===== src/rtl/lfsr_rng_pkg.sv =====
// Shared types and constants for the LFSR random-word arbiter.
// This package also holds the XNOR tap table that the LFSR uses.
package lfsr_rng_pkg;

  typedef enum logic [1:0] {
    StIdle   = 2'd0,
    StSeed   = 2'd1,
    StWarmup = 2'd2,
    StServe  = 2'd3
  } state_e;

  localparam logic [31:0] DefaultSeed = 32'h0000_ACE1;

  function automatic int unsigned gnt_id_w(input int unsigned n);
    return (n > 1) ? $clog2(n) : 1;
  endfunction

  // Maximal-length XNOR taps (bit i set = stage i+1 feeds back), widths 3..32.
  function automatic logic [31:0] lfsr_taps(input int unsigned n);
    case (n)
      3:       return 32'h0000_0006;
      4:       return 32'h0000_000C;
      5:       return 32'h0000_0014;
      6:       return 32'h0000_0030;
      7:       return 32'h0000_0060;
      8:       return 32'h0000_00B8;
      9:       return 32'h0000_0110;
      10:      return 32'h0000_0240;
      11:      return 32'h0000_0500;
      12:      return 32'h0000_0829;
      13:      return 32'h0000_100D;
      14:      return 32'h0000_2015;
      15:      return 32'h0000_6000;
      16:      return 32'h0000_D008;
      17:      return 32'h0001_2000;
      18:      return 32'h0002_0400;
      19:      return 32'h0004_0023;
      20:      return 32'h0009_0000;
      21:      return 32'h0014_0000;
      22:      return 32'h0030_0000;
      23:      return 32'h0042_0000;
      24:      return 32'h00E1_0000;
      25:      return 32'h0120_0000;
      26:      return 32'h0200_0023;
      27:      return 32'h0400_0013;
      28:      return 32'h0900_0000;
      29:      return 32'h1400_0000;
      30:      return 32'h2000_0029;
      31:      return 32'h4800_0000;
      default: return 32'h8020_0003;
    endcase
  endfunction

endpackage


===== src/rtl/lfsr.sv =====
// Fibonacci XNOR LFSR. The all-ones word is the lock-up state.
// done_o flags the step that brings the register back to the loaded seed.
module lfsr
  import lfsr_rng_pkg::*;
#(
  parameter int unsigned NumBits = 32
) (
  input  logic               clk_i,
  input  logic               rst_ni,
  input  logic               en_i,
  input  logic               seed_dv_i,
  input  logic [NumBits-1:0] seed_data_i,
  output logic [NumBits-1:0] data_o,
  output logic               done_o
);

  localparam logic [31:0]        TapsFull = lfsr_taps(NumBits);
  localparam logic [NumBits-1:0] Taps     = TapsFull[NumBits-1:0];

  logic [NumBits-1:0] state_q, state_d, seed_q;

  assign state_d = {state_q[NumBits-2:0], ~^(state_q & Taps)};
  assign data_o  = state_q;
  assign done_o  = (state_d == seed_q);

  always_ff @(posedge clk_i or negedge rst_ni) begin
    if (!rst_ni) begin
      state_q <= '0;
      seed_q  <= '0;
    end else if (seed_dv_i) begin
      state_q <= seed_data_i;
      seed_q  <= seed_data_i;
    end else if (en_i) begin
      state_q <= state_d;
    end
  end

endmodule


===== src/rtl/rr_arbiter.sv =====
// Round-robin picker: first request at or after ptr_i, wrapping around.
// A unit masked by mask_i is passed over only while another unit is asking.
module rr_arbiter #(
  parameter int unsigned NumReq = 4,
  parameter int unsigned IdxW   = 2
) (
  input  logic [NumReq-1:0] req_i,
  input  logic [NumReq-1:0] mask_i,
  input  logic [IdxW-1:0]   ptr_i,
  output logic [NumReq-1:0] gnt_o,
  output logic [IdxW-1:0]   idx_o,
  output logic              valid_o
);

  logic [NumReq-1:0] eff;
  logic [IdxW-1:0]   pos;
  logic              found;

  always_comb begin
    eff = req_i & ~mask_i;
    if (eff == '0) eff = req_i;
    gnt_o = '0;
    idx_o = '0;
    found = 1'b0;
    pos   = '0;
    for (int unsigned i = 0; i < NumReq; i++) begin
      pos = IdxW'((32'(ptr_i) + i) % NumReq);
      if (!found && eff[pos]) begin
        found      = 1'b1;
        gnt_o[pos] = 1'b1;
        idx_o      = pos;
      end
    end
    valid_o = found;
  end

endmodule


===== src/rtl/lfsr_rng_arbiter.sv =====
// Shares one XNOR LFSR among NUM_REQ requesters: seed, warm up, then grant one word per
// grant round-robin. The LFSR steps only on a grant, so every grant gets a fresh word.
module lfsr_rng_arbiter
  import lfsr_rng_pkg::*;
#(
  parameter int unsigned  NUM_BITS     = 32,
  parameter int unsigned  NUM_REQ      = 4,
  parameter int unsigned  WARMUP       = 16,
  parameter logic [31:0]  DEFAULT_SEED = DefaultSeed,
  localparam int unsigned GNT_ID_W     = gnt_id_w(NUM_REQ)
) (
  input  logic                i_Clk,
  input  logic                i_Rst_L,
  input  logic                i_Start,
  input  logic                i_Seed_DV,
  input  logic [NUM_BITS-1:0] i_Seed_Data,
  input  logic [NUM_REQ-1:0]  i_Req,
  output logic [NUM_REQ-1:0]  o_Gnt,
  output logic [GNT_ID_W-1:0] o_Gnt_Id,
  output logic [NUM_BITS-1:0] o_Rand_Data,
  output logic                o_Rand_DV,
  output logic                o_Ready,
  output logic [15:0]         o_Wrap_Cnt
);

  localparam int unsigned        CntW     = (WARMUP > 1) ? $clog2(WARMUP) : 1;
  localparam logic [NUM_BITS-1:0] SubSeed = DEFAULT_SEED[NUM_BITS-1:0];

  state_e              state_q;
  logic [NUM_BITS-1:0] seed_q;
  logic [CntW-1:0]     warm_cnt_q;
  logic [GNT_ID_W-1:0] ptr_q;

  logic [NUM_REQ-1:0]  win_gnt;
  logic [GNT_ID_W-1:0] win_idx;
  logic                win_valid;
  logic                grant;
  logic                lfsr_en;
  logic                lfsr_seed_dv;
  logic [NUM_BITS-1:0] lfsr_seed;
  logic [NUM_BITS-1:0] lfsr_data;
  logic                lfsr_done;

  rr_arbiter #(
    .NumReq (NUM_REQ),
    .IdxW   (GNT_ID_W)
  ) u_rr_arbiter (
    .req_i   (i_Req),
    .mask_i  (o_Gnt),
    .ptr_i   (ptr_q),
    .gnt_o   (win_gnt),
    .idx_o   (win_idx),
    .valid_o (win_valid)
  );

  // A reseed request pre-empts any grant in the same cycle.
  assign grant        = (state_q == StServe) && !i_Seed_DV && win_valid;
  assign lfsr_en      = (state_q == StWarmup) || grant;
  assign lfsr_seed_dv = (state_q == StSeed);
  assign lfsr_seed    = (&seed_q) ? SubSeed : seed_q;

  lfsr #(
    .NumBits (NUM_BITS)
  ) u_lfsr (
    .clk_i       (i_Clk),
    .rst_ni      (i_Rst_L),
    .en_i        (lfsr_en),
    .seed_dv_i   (lfsr_seed_dv),
    .seed_data_i (lfsr_seed),
    .data_o      (lfsr_data),
    .done_o      (lfsr_done)
  );

  always_ff @(posedge i_Clk or negedge i_Rst_L) begin
    if (!i_Rst_L) begin
      state_q     <= StIdle;
      seed_q      <= SubSeed;
      warm_cnt_q  <= '0;
      ptr_q       <= '0;
      o_Gnt       <= '0;
      o_Gnt_Id    <= '0;
      o_Rand_Data <= '0;
      o_Rand_DV   <= 1'b0;
      o_Ready     <= 1'b0;
      o_Wrap_Cnt  <= '0;
    end else begin
      o_Gnt     <= '0;
      o_Rand_DV <= 1'b0;
      if (grant) begin
        o_Gnt       <= win_gnt;
        o_Gnt_Id    <= win_idx;
        o_Rand_Data <= lfsr_data;
        o_Rand_DV   <= 1'b1;
        ptr_q       <= (win_idx == GNT_ID_W'(NUM_REQ - 1)) ? '0 : win_idx + GNT_ID_W'(1);
      end
      if (lfsr_en && lfsr_done && (o_Wrap_Cnt != 16'hFFFF)) begin
        o_Wrap_Cnt <= o_Wrap_Cnt + 16'd1;
      end
      if (i_Seed_DV) begin
        seed_q  <= i_Seed_Data;
        state_q <= StSeed;
        o_Ready <= 1'b0;
      end else begin
        case (state_q)
          StIdle: begin
            if (i_Start) state_q <= StSeed;
          end
          StSeed: begin
            state_q    <= StWarmup;
            warm_cnt_q <= CntW'(WARMUP - 1);
          end
          StWarmup: begin
            if (warm_cnt_q == '0) begin
              state_q <= StServe;
              o_Ready <= 1'b1;
            end else begin
              warm_cnt_q <= warm_cnt_q - CntW'(1);
            end
          end
          StServe: ;
          default: state_q <= StIdle;
        endcase
      end
    end
  end

endmodule

===== config.mk =====
export PLATFORM = sky130hd
export DESIGN_NAME = lfsr_rng_arbiter
export DESIGN_NICKNAME = d
export VERILOG_FILES = /design/src/rtl/lfsr_rng_pkg.sv /design/src/rtl/lfsr.sv /design/src/rtl/rr_arbiter.sv /design/src/rtl/lfsr_rng_arbiter.sv
export SDC_FILE = /design/constraint.sdc
export NUM_CORES = 1
export LEC_CHECK = 0
export BUFFER_PORTS_ARGS = -buffer_cell sky130_fd_sc_hd__buf_4
export CORE_AREA = 3 3 187 189
export DETAILED_ROUTE_END_ITERATION = 12
export DIE_AREA = 0 0 190 192
export PLACE_DENSITY = 0.36
export SLEW_MARGIN = 20
export SYNTH_ARGS = -nofsm -noshare
export SYNTH_HDL_FRONTEND = slang
export SYNTH_SLANG_ARGS = --single-unit

===== constraint.sdc =====
create_clock -name i_Clk -period 2.9 [get_ports i_Clk]
set_input_delay 0.58 -clock i_Clk [delete_from_list [all_inputs] [get_ports i_Clk]]
set_output_delay 0.58 -clock i_Clk [all_outputs]
set_load 0.01 [all_outputs]

# Yosys cells after proc, flatten, opt, wreduce, memory -nomap -nowiden
# Index checks and enable logic that the tools add are counted.
# classes
addsub,6
n_mux,44
magnitude_cmp,8
mul,0
n_reduce_logical,29
shifts,0
eq_ne,9
div_mod_pow,0
bitwise_logic,6
# ops
op,n
$mux 32,3
$eq 32x32->1,1
$reduce_and 32->1,1
$reduce_xnor 32->1,1
$mux 4,7
$add 16x1->16 const B,1
$mux 1,16
$mux 2,8
$ne 16x16->1 const B,1
$lt 2x3->1 const B,4
$or 4x4->4,3
$logic_and 1x1->1,11
$bmux 1 s2,4
$demux 1 s2,4
$ge 2x1->1 const B,4
$logic_not 4->1,2
$pmux 4 s2,1
$reduce_bool 2->1,4
$eq 2x2->1 const B,3
$pmux 2 s3,1
$reduce_and 3->1,2
$add 2x1->2 const B,2
$add 2x2->2 const B,2
$and 4x4->4,1
other kinds (12),15
# totals
rom_bits,0
word_cells,114
latchBits,0
in_bits,40
output_inout_bits,56
reg_bits,160
ramBits,0
n_memories,0

# Longest topological paths before layout
# depth
ltp_word,20
depth_mapped,11
mapped_depth_nobuf,10

# Hierarchy
# From an unflattened synthesis, not the netlist that was laid out.
# unflattened
cells_unflattened,758
area_unflattened_um2,7808.7
# by_module_without_submodules
module,area_each_um2,cells_each,seq_area_each_um2,instances
lfsr_rng_arbiter,4269.1,393,2412.3,1
lfsr,2959.1,285,1601.5,1
rr_arbiter,580.6,80,0.0,1

# Least setup slack after synthesis
# Ideal clock, no wire load.
# synth_path
path_type,input-to-reg
start,in i_Req[3]
end,reg o_Wrap_Cnt[5]
n_path_buf,2
cell_stages,10
path_slack_ps,496
setup_ps,125
t_required_ps,2775
arrival_ps,2279
path_cell_list,nor2b_2 o21ai_1 a22oi_1 a21o_2 a2111oi_4 and2_1 buf_6 buf_12 nand4_2 xnor2_1
# synth_between
elab_chain_cells,19
elab_cells_between_ends,25
cone_classes,mux (13); bitwise (1); reduce/logical (11)
# synth_rtl
item,line_no,rtl
"start, declared",lfsr_rng_arbiter.sv:17,"input logic [NUM_REQ-1:0] i_Req,"
$and 4x4->4,rr_arbiter.sv:20,eff = req_i & ~mask_i;
$logic_not 4->1,rr_arbiter.sv:21,if (eff == '0) eff = req_i;
$mux 4 (*),rr_arbiter.sv:21,
$bmux 1 s2,rr_arbiter.sv:28,if (!found && eff[pos]) begin
$mux 1 (implied by the code),rr_arbiter.sv:28,
$mux 1,rr_arbiter.sv:28,
$logic_not 1->1,rr_arbiter.sv:28,
$logic_and 1x1->1,rr_arbiter.sv:28,
[... 2 more ...],-,
$logic_and 1x1->1,rr_arbiter.sv:28,
$mux 1,rr_arbiter.sv:28,
$logic_not 1->1,rr_arbiter.sv:28,
$logic_and 1x1->1,rr_arbiter.sv:28,
$mux 1 (*),rr_arbiter.sv:28,
$logic_and 1x1->1 (*),lfsr_rng_arbiter.sv:57,assign grant = (state_q == StServe) && !i_Seed_DV && win_valid;
$logic_or 1x1->1 (*),lfsr_rng_arbiter.sv:58,assign lfsr_en = (state_q == StWarmup) || grant;
$logic_and 1x1->1 (*) (2 in series),lfsr_rng_arbiter.sv:96,if (lfsr_en && lfsr_done && (o_Wrap_Cnt != 16'hFFFF)) begin
"end signal, assigned",lfsr_rng_arbiter.sv:97,o_Wrap_Cnt <= o_Wrap_Cnt + 16'd1;
"end, declared",lfsr_rng_arbiter.sv:23,output logic [15:0] o_Wrap_Cnt
# Mark *: on every way between the ends. The rest lies on a longest branch, timed or not. The select of a mux whose other input is x is not followed.
# A chain may end at the register's enable or synchronous reset.

# Final worst setup path
# layout_path
start,"reg u_lfsr.state_q[22], in the netlist u_lfsr.data_o[22]"
end,reg o_Wrap_Cnt[1]
# layout_between
elab_chain_cells,3
# layout_rtl
item,line_no,rtl
"start, declared",lfsr.sv:20,"logic [NumBits-1:0] state_q, state_d, seed_q;"
"start signal, assigned",lfsr.sv:31,state_q <= seed_data_i;
"start signal, assigned",lfsr.sv:34,state_q <= state_d;
$eq 32x32->1,lfsr.sv:24,assign done_o = (state_d == seed_q);
$logic_and 1x1->1 (2 in series),lfsr_rng_arbiter.sv:96,
# Every way passes these cells.

==> results.sh <==
export IMPL_status="finished clean"
export IMPL_clock_sinks=160
export IMPL_fillCellCount=3518
export IMPL_die_h_um=192
export IMPL_first_global_vias=5685
export IMPL_nNetsFinal=852
export IMPL_tns_ns=0
export IMPL_report_final_slew_viol_count=0
export IMPL_portBuffers=95
export IMPL_worstPathArrival_ns=3.00
export IMPL_seqPwrFrac_pct=38.9
export IMPL_pwr_share_clk_pct=23.0
export IMPL_firstDrtPassIters=4
export IMPL_clk_pin_slew_ns=0.07
export IMPL_final_core_util_pct=28.7
export IMPL_grt_max_degree=73
export IMPL_layout_setup_ws_ns=0.207
export IMPL_pwr_share_comb_pct=38.2
export IMPL_worstSetupEndpointType="flip-flop"
export IMPL_final_area_um2=9590
export IMPL_overflow=0
export IMPL_critPathKind="reg2reg"
export IMPL_synthCells=686
export IMPL_drv_cap=0
export IMPL_hold_viol=0
export IMPL_slew_headroom_pct=34.3
export IMPL_cts_tree="yes"
export IMPL_cts_root_buf="clkbuf_16"
export IMPL_synth_edf_count=0
export IMPL_clk_latency_ns=0.43
export IMPL_syn_num_nets=741
export IMPL_internal_power_w=0.00592
export IMPL_required_ns=3.21
export IMPL_path_cells="xor2_1, nor4_1, buf_4, nand4_1, buf_4, a2111oi_4, and2_1, buf_12, mux2_2"
export IMPL_period_share_pct=92.9
export IMPL_core_um2=33400
export IMPL_fmax_ghz=0.371
export IMPL_setup_violations=0
export IMPL_dp_slack_ns=0.160
export IMPL_cts_resized=0
export IMPL_ctsHoldBuffers=0
export IMPL_antennaDiodeCount=0
export IMPL_grt_use_total_pct=12.0
export IMPL_path_max_fanout=14
export IMPL_htree_levels=4
export IMPL_grt_antenna_before_repair=0
export IMPL_ant_nets=0
export IMPL_place_inst=1226
export IMPL_dpl_hpwl_um=14800
export IMPL_wl_per_cell_um=16.9
export IMPL_cts_buffers=17
export IMPL_vias_per_cell=4.28
export IMPL_p_leak_nw=4.36
export IMPL_area_growth_pct=25.2
export IMPL_critPathMaxStageDelay_ns=0.44
export IMPL_yosysWarnings=0
export IMPL_initial_utilization_pct=22.9
export IMPL_power_switching_w=0.00365
export IMPL_drt_wl_total_um=21300
export IMPL_die_area_um2=36500
export IMPL_crit_top_cell="buf_4"
export IMPL_synth_distinct_cells=61
export IMPL_core_rowCount=67
export IMPL_ys_flop_type="dfrtp_1"
export IMPL_drive_gt1_share_pct=30.1
export IMPL_swShare_pct=38.2
export IMPL_seq_area_um2=4010
export IMPL_path_buf_inv=3
export IMPL_ctsLongestPathBuffers=2
export IMPL_synthArstFlopShare_pct=100
export IMPL_grt_pass1_wl_um=33700
export IMPL_drc_errors=0
export IMPL_slowest_stage="nor4_1"
export IMPL_drt_iter0_markers=313
export IMPL_cts_setup_buffers=0
export IMPL_gp_congestion=0.776
export IMPL_postSynthAreaPerCell_um2=11.2
export IMPL_ys_seq_area_share_pct=52.4
export IMPL_worst_setup_path_start_kind="flip-flop"
export IMPL_path_delay_family="simple AND/OR/NAND/NOR gates"
export IMPL_peakVddDrop_mv=0.469
export IMPL_pin_count=96
export IMPL_period_needed_ns=2.69
export IMPL_fin_skew_ns=0.0151
export IMPL_route_vias_total=5388
export IMPL_multi_input_area_um2=3330
export IMPL_powerDensity_nw_per_um2=998
export IMPL_grt_setup_unrepaired="no"
export IMPL_hp_class="in2async"
export IMPL_tightest_slew_ns=0.979
export IMPL_ys_ff_latch=160
export IMPL_place_area_um2=9020
export IMPL_dieWidth_um=190
export IMPL_layout_cells_non_filler=1258
export IMPL_syn_area_um2=7660
==> cells by family (layout without fill, tap and decap cells) <==
family	Yosys count	after routing	share of synthesized area (%)
simple gates	161	161	10.8
fa+ha+maj	15	15	2.45
buf+inv	71	195	4.18
xor+xnor	50	50	5.72
flops	160	160	52.4
compound gates	138	138	11.3
mux	91	91	13.1
==> per-stage QoR <==
| stage | hold slack, ns | total power [W] |
|---|---|---|
| after floorplan | 0.284 | 0.00597 |
| after global placement | 0.491 | 0.00752 |
| after detailed placement | 0.484 | 0.00750 |
| after CTS | 0.0223 | 0.00978 |
| after global routing | 0.0355 | 0.0103 |
| final | 0.0359 | 0.00957 |
==> cell usage after synthesis, types with 4 or more instances <==
cell type | count | area [µm²]
a211oi_1 | 5 | 37.5
a21oi_1 | 29 | 145
a22oi_1 | 7 | 52.6
a41oi_1 | 5 | 43.8
and2_1 | 4 | 25.0
and3_1 | 4 | 25.0
buf_2 | 7 | 35.0
clkbuf_1 | 14 | 52.6
dfrtp_1 | 152 | 3800
dfstp_2 | 8 | 210
ha_1 | 15 | 188
inv_1 | 40 | 150
mux2_2 | 69 | 777
mux2i_1 | 21 | 210
nand2_1 | 45 | 169
nand2b_1 | 7 | 43.8
nand3_1 | 9 | 45.0
nand4_1 | 15 | 93.8
nor2_1 | 38 | 143
nor2b_1 | 9 | 56.3
nor4_1 | 9 | 56.3
o21ai_0 | 51 | 255
o21bai_1 | 17 | 128
xnor2_1 | 17 | 149
xor2_1 | 33 | 289
==> placed cells by master, fill, tap and decap left out, drive strengths merged, types with 3 or more instances in the layout <==
| cell | Yosys | layout |
|---|---|---|
| dfrtp | 152 | 152 |
| buf | 14 | 120 |
| mux2 | 69 | 69 |
| o21ai | 54 | 54 |
| nand2 | 45 | 45 |
| inv | 42 | 45 |
| nor2 | 39 | 39 |
| xor2 | 33 | 33 |
| a21oi | 29 | 29 |
| mux2i | 22 | 22 |
| clkbuf | 14 | 20 |
| o21bai | 17 | 17 |
| xnor2 | 17 | 17 |
| nand4 | 17 | 17 |
| ha | 15 | 15 |
| nor2b | 12 | 12 |
| nand3 | 9 | 9 |
| nor4 | 9 | 9 |
| dfstp | 8 | 8 |
| a22oi | 7 | 7 |
| nand2b | 7 | 7 |
| a41oi | 5 | 5 |
| a211oi | 5 | 5 |
| clkinv | 1 | 5 |
| and2 | 4 | 4 |
| and3 | 4 | 4 |
| clkinvlp | 0 | 4 |
| o32ai | 3 | 3 |
| or3 | 3 | 3 |
| and4 | 3 | 3 |
| nor3 | 3 | 3 |
| a21o | 3 | 3 |
==> state kept, by name, summed over array words and instances, names as in the netlist, 2 cells and up, named ones only <==
register / cells
o_Rand_Data: 32
seed_q: 32
u_lfsr.data_o: 32
u_lfsr.seed_q: 32
o_Wrap_Cnt: 16
o_Gnt: 4
warm_cnt_q: 4
o_Gnt_Id: 2
state_q: 2
==> routing by layer <==
metal	GRT usage (%)	vias to the layer above	wire length, µm
met2	19.1	83	9980
met4	3.50	0	259
met1	16.6	2675	10400
met3	2.08	17	606
li1	-	2613	-
met5	0	-	0
==> power groups by stage <==
stage / combinational, W / sequential [W] / clock, W
after global routing: 0.00410 / 0.00385 / 0.00237
after detailed placement: 0.00371 / 0.00379 / 0
after global placement: 0.00374 / 0.00378 / 0
final: 0.00365 / 0.00372 / 0.00220
after floorplan: 0.00229 / 0.00368 / 0
after CTS: 0.00374 / 0.00375 / 0.00230
==> path summary, 6_finish.rpt <==
path | start | end | slack, ns | cells after the start
hold reg to reg | o_Wrap_Cnt[12] | o_Wrap_Cnt[12] | 0.50 | 1
setup reg to reg | u_lfsr.data_o[22] | o_Wrap_Cnt[1] | 0.21 | 9
hold / removal | i_Rst_L | u_lfsr.data_o[11] | 0.04 | 1
min in group i_Clk | i_Seed_Data[27] | seed_q[27] | 0.38 | 2
max in group asynchronous | i_Rst_L | seed_q[7] | 2.10 | 2
setup / recovery | u_lfsr.data_o[22] | o_Wrap_Cnt[1] | 0.21 | 9
==> final cells by class <==
type,count,area share [%]
Timing Repair Buffer,120,9.96
Inverter,43,1.71
Clock inverter,12,1.11
Sequential cell,160,41.9
Multi-Input combinational cell,455,34.7
Clock buffer,20,4.76
Tap cell,448,5.85
No activity file was read; power rests on OpenSTA's default activity.
